--- src/rtl/vga_pkg.sv ---
// Shared constants for the VGA drawing blocks: colours, screen extent and
// the square drawer's state encoding.
package vga_pkg;

    localparam logic [2:0] RED   = 3'b100;
    localparam logic [2:0] BLACK = 3'b000;

    localparam logic [7:0] SCREEN_W = 8'd160;
    localparam logic [6:0] SCREEN_H = 7'd120;

    localparam logic [1:0] IDLE = 2'd0;
    localparam logic [1:0] DRAW = 2'd1;
    localparam logic [1:0] DONE = 2'd2;

    // x is 9 bits so a carry out of base_x + col counts as off-screen
    function automatic logic on_screen(input logic [8:0] x, input logic [7:0] y,
                                       input logic [7:0] w, input logic [6:0] h);
        return (x < {1'b0, w}) && (y < {1'b0, h});
    endfunction

endpackage

--- src/rtl/square_pixel_counter.sv ---
// Two-dimensional col/row counter walking a SIZE x SIZE block in raster
// order; next-state values are exposed so the caller can register a pixel.
module square_pixel_counter #(
    parameter int SIZE = 4
) (
    input  logic       clock,
    input  logic       clear_b,
    input  logic       clear,
    input  logic       en,
    output logic [2:0] col,
    output logic [2:0] row,
    output logic [2:0] nxt_col,
    output logic [2:0] nxt_row,
    output logic       last
);

    localparam logic [2:0] MAX = 3'(SIZE - 1);

    assign last = (col == MAX) && (row == MAX);

    always_comb begin
        nxt_col = col;
        nxt_row = row;
        if (clear) begin
            nxt_col = 3'd0;
            nxt_row = 3'd0;
        end else if (en) begin
            if (col == MAX) begin
                nxt_col = 3'd0;
                nxt_row = row + 3'd1;
            end else begin
                nxt_col = col + 3'd1;
            end
        end
    end

    always_ff @(posedge clock or negedge clear_b) begin
        if (!clear_b) begin
            col <= 3'd0;
            row <= 3'd0;
        end else begin
            col <= nxt_col;
            row <= nxt_row;
        end
    end

endmodule

--- src/rtl/square_drawer.sv ---
// Rasterises one SQUARE_SIZE x SQUARE_SIZE block per request into the VGA
// adapter, one registered pixel per clock, with off-screen pixels suppressed.
//
//  state | meaning
//  IDLE  | waiting for start
//  DRAW  | output register holds pixel (col,row) of the current square
//  DONE  | done pulse; start here chains straight into the next square
module square_drawer #(
    parameter int         SQUARE_SIZE = 4,
    parameter logic [6:0] ROW_Y       = 7'd56,
    parameter logic [7:0] SCREEN_W    = vga_pkg::SCREEN_W,
    parameter logic [6:0] SCREEN_H    = vga_pkg::SCREEN_H
) (
    input  logic       clock,
    input  logic       clear_b,
    input  logic       start,
    input  logic [7:0] squareX,
    input  logic [2:0] colour,
    output logic [7:0] vga_x,
    output logic [6:0] vga_y,
    output logic [2:0] vga_colour,
    output logic       plot,
    output logic       busy,
    output logic       done
);

    import vga_pkg::*;

    logic [1:0] state;
    logic [7:0] base_x;
    logic [2:0] base_col;
    logic [2:0] col, row, nxt_col, nxt_row;
    logic       last;
    logic       accept;
    logic [8:0] px;
    logic [7:0] py;

    assign accept = start && ((state == IDLE) || (state == DONE));

    square_pixel_counter #(.SIZE(SQUARE_SIZE)) u_cnt (
        .clock   (clock),
        .clear_b (clear_b),
        .clear   (accept),
        .en      ((state == DRAW) && !last),
        .col     (col),
        .row     (row),
        .nxt_col (nxt_col),
        .nxt_row (nxt_row),
        .last    (last)
    );

    assign px = {1'b0, base_x} + {6'd0, nxt_col};
    assign py = {1'b0, ROW_Y} + {5'd0, nxt_row};

    always_ff @(posedge clock or negedge clear_b) begin
        if (!clear_b) begin
            state      <= IDLE;
            base_x     <= 8'd0;
            base_col   <= 3'd0;
            vga_x      <= 8'd0;
            vga_y      <= 7'd0;
            vga_colour <= 3'd0;
            plot       <= 1'b0;
            busy       <= 1'b0;
            done       <= 1'b0;
        end else begin
            plot <= 1'b0;
            done <= 1'b0;
            if (accept) begin
                // pixel (0,0) goes out on the accepting edge itself
                state      <= DRAW;
                busy       <= 1'b1;
                base_x     <= squareX;
                base_col   <= colour;
                vga_x      <= squareX;
                vga_y      <= ROW_Y;
                vga_colour <= colour;
                plot       <= on_screen({1'b0, squareX}, {1'b0, ROW_Y}, SCREEN_W, SCREEN_H);
            end else begin
                case (state)
                    DRAW: begin
                        if (last) begin
                            state <= DONE;
                            done  <= 1'b1;
                        end else begin
                            vga_x      <= px[7:0];
                            vga_y      <= py[6:0];
                            vga_colour <= base_col;
                            plot       <= on_screen(px, py, SCREEN_W, SCREEN_H);
                        end
                    end
                    DONE: begin
                        state <= IDLE;
                        busy  <= 1'b0;
                    end
                    IDLE:    busy  <= 1'b0;
                    default: state <= IDLE;
                endcase
            end
        end
    end

endmodule

--- config.mk ---
export PLATFORM = sky130hd
export DESIGN_NAME = square_drawer
export DESIGN_NICKNAME = d
export VERILOG_FILES = /design/src/rtl/vga_pkg.sv /design/src/rtl/square_pixel_counter.sv /design/src/rtl/square_drawer.sv
export SDC_FILE = /design/constraint.sdc
export NUM_CORES = 1
export LEC_CHECK = 0
export BUFFER_PORTS_ARGS = -buffer_cell sky130_fd_sc_hd__buf_2
export CORE_MARGIN = 3
export CORE_UTILIZATION = 45
export CTS_BUF_LIST = sky130_fd_sc_hd__clkbuf_4 sky130_fd_sc_hd__clkbuf_8 sky130_fd_sc_hd__clkbuf_16
export CTS_CLUSTER_DIAMETER = 120
export DETAILED_ROUTE_END_ITERATION = 7
export GPL_ROUTABILITY_DRIVEN = 1
export GPL_TIMING_DRIVEN = 0
export PLACE_DENSITY = 0.65
export SLEW_MARGIN = 40
export SYNTH_ARGS = -nofsm -noshare
export SYNTH_HDL_FRONTEND = slang
export SYNTH_SLANG_ARGS = --single-unit
--- constraint.sdc ---
create_clock -name clock -period 4.6 [get_ports clock]
set_input_delay 0.92 -clock clock [delete_from_list [all_inputs] [get_ports clock]]
set_output_delay 0.92 -clock clock [all_outputs]
set_load 0.02 [all_outputs]
==> metrics <==
Worst-Skew Late Latency=~290 ps; critical path class=in2reg; Gate power share=between 40% and 50%; via count=1,413; CTS tree=built; LEAKAGE=approximately 1.0 nW; GP Congestion=around 0.9; H-Tree Depth=2; sequential area share after synthesis=51.7%; Peak VDD IR=350 uV; Die W=between 60 and 70 microns; n_diodes=0; Post-CTS Resized=0; Post-Synthesis Net Count=199; grt ovf=0; 1st-pass router iterations=4; Post-Layout Cell Count=267; Detail Route Antenna Nets=0; flop and latch count out of synthesis=37; Die ar.=4770 sq um; register area=roughly 900 sq um; most frequent cell on the critical path=buf_2; status=complete, no violations; Fin. Hold Viols=0; relative slew slack=between 60% and 70%; crit-path max cell delay=420 ps; PD cells=between 700 and 800 nW/um^2; multi-input logic area=a little under 800 sq um; first-pass GRT wire length=approximately 6.6 mm; ratio of final minimum period to clock period=75.0%; vias per inst=around 5.3; Final Slew Violations=0; Flop pwr share=between 30% and 40%; Finish-stage setup viols=0; initial antenna violation count=0; share of layout cells above drive strength 1=around 25%; WL final=around 3.7 mm; post-CTS setup repair buffer count=0; Clock Power Share=between 15 and 20%; Starting Density=about 48%; CTS Hold Bufs=0; Die Height=69.1 microns; drt drc=0; Netlist cell types=41; Worst EP required=4810 ps; vias in the first global route=around 1.5k; DRT iter0 DRCs=between 100 and 150; Placed Cells=between 200 and 300; type of origin of the critical path=input pin; Hold Slack=~470 ps; Net Switching=657 uW; GRT Total Usage=~17%; DR WL/cell=14.0 microns; largest net degree at the start of global routing=38; EDFF count, synth=0; internal power=929 uW; Num Clock Sinks=37; area delta synth->final=18.4%; TNS Setup=0 ps; final net count=around 240; yosys synthesis warning count=0; clk buf depth=2; I/O Buffers=33; Synth Cell Area=roughly 1800 sq um; row cnt=22; worst-path fanout max=10; CTS Buf Count=5; Fillers=approximately 350; Clock Tree Root=clkbuf_8; clk slew on worst S/H paths=80 ps; syn avg cell area=between 10 and 15 sq um; slowest cell on the critical path=fa_1; minimum clock period=approximately 3400 ps; Worst-Margin Slew=~530 ps; DP Wirelength=2.74 mm; CP Data Arrival Time=roughly 3700 ps; Sw Share=between 40% and 50%; Max Clock Freq=roughly 0.29 GHz; max cap viols=0; I/O pins=35; crit-path cells=buf_2 > nand2b_1 > clkbuf_1 > buf_2 > nand3_1 > o31ai_1 > ha_1 > inv_1 > fa_1 > nor2b_1 > o21ai_0 > xor2_1 > o211ai_1; R2R setup slack=between 1000 and 1500 ps; asr flop ratio synth=between 90% and 100%; Final Skew=11.2 ps; cell count after synthesis=approximately 180; Tightest Hold Check Type=reg2reg; main flop type after synthesis=dfrtp_1; RSZ-0062 raised after global routing=no; core area=between 3000 and 4000 sq um; Worst setup EP type=register
flip-flops by register name, summed over array words and instances, names as in the netlist:
register / cells
base_x: 8
vga_x: 8
vga_y: 4
base_col: 3
u_cnt.col: 3
u_cnt.row: 3
vga_colour: 3
state: 2
busy: 1
done: 1
plot: 1
per-stage QoR:
stage | utilization [%] | total power, mW | area (sq um) | worst slack [ps]
final | 56.6 | 1.59 | 2120 | 1150
after global routing | 56.6 | 1.72 | 2120 | 832
after CTS | 56.5 | 1.60 | 2120 | 1110
after detailed placement | 53.8 | 1.35 | 2010 | 823
after global placement | 53.8 | 1.32 | 2010 | 911
after floorplan | - | 1.14 | 1790 | 1520
path summary, 6_finish.rpt:
path / startpoint / endpoint / depth (start not counted)
setup / recovery: start / vga_x[4] / 13
hold / removal: base_col[0] / base_col[0] / 2
setup reg to reg: u_cnt.row[0] / vga_x[4] / 14
hold reg to reg: base_col[0] / base_col[0] / 2
max in group asynchronous: clear_b / u_cnt.row[2] / 1
min in group asynchronous: clear_b / vga_x[5] / 1
cells in the mapped netlist (all sizes together) (3+ instances only):
master | count | share of area [%]
ha | 6 | 4.2
xnor2 | 4 | 2.0
inv | 4 | 0.84
nor2b | 4 | 1.4
buf | 6 | 2.1
o211ai | 5 | 2.1
o21ai | 10 | 2.8
a21oi | 4 | 1.3
nand2 | 40 | 8.4
mux2i | 5 | 2.8
clkbuf | 5 | 1.0
nand3 | 4 | 1.1
a211oi | 5 | 2.8
dfrtp | 37 | 52
nor2 | 10 | 2.1
mux2 | 3 | 1.9
per-layer routing:
metal | part of all wire [%] | wire (microns) | GRT usage (%)
met5 | 0 | 0 | 0
met2 | 49 | 1830 | 28.2
met3 | 5.4 | 200 | 4.66
met4 | 1.9 | 70 | 7.81
met1 | 44 | 1630 | 20.6
cell usage in the layout, fill, tap and decap left out, types with 4 or more instances in the layout:
master    count
buf_2        35
clkbuf_8      7
inv_1         4
ha_1          6
a211oi_1      4
nor2b_1       4
xnor2_1       4
nor2_1       10
nand2_1      40
nand3_1       4
o211ai_1      5
clkbuf_1      5
buf_4         4
mux2i_1       5
o21ai_0      10
dfrtp_1      37
logic make-up (layout without fill, tap and decap cells):
kind of cell | count (synthesis) | in the layout | share of synthesized area (%)
other | 1 | 1 | 0.210
buffers and inverters | 15 | 56 | 3.99
adders and majority gates | 7 | 7 | 5.31
muxes | 8 | 8 | 4.69
AOI/OAI and AO/OA | 32 | 32 | 12.9
DFF | 37 | 37 | 51.7
and+or+nand+nor | 72 | 72 | 18.3
xor gates and xnor gates | 6 | 6 | 2.94
power groups by stage:
stage | registers, mW | clock network (mW) | logic (mW)
after floorplan | 0.643 | 0 | 0.496
after global placement | 0.567 | 0 | 0.749
after detailed placement | 0.573 | 0 | 0.776
after CTS | 0.569 | 0.254 | 0.777
after global routing | 0.589 | 0.272 | 0.861
final | 0.570 | 0.250 | 0.766
critical path: cells and delay by family:
family | cells | cell delay, ps
AO/OA/AOI/OAI | 3 | 440
XOR/XNOR | 1 | 160
adder cells (fa/ha/maj) | 2 | 710
buffers and inverters | 4 | 900
AND/OR/NAND/NOR | 3 | 520
layout make-up:
class / instances / share of cell area, %
well taps: 48 / 2.84
inverters: 4 / 0.709
clock buffers: 7 / 4.55
plain buffers: 11 / 2.66
clock inverters: 1 / 0.236
multi-input cells: 126 / 37.4
repair buffers: 33 / 7.91
flip-flops and latches: 37 / 43.7
(Power assumes the default switching activity.)
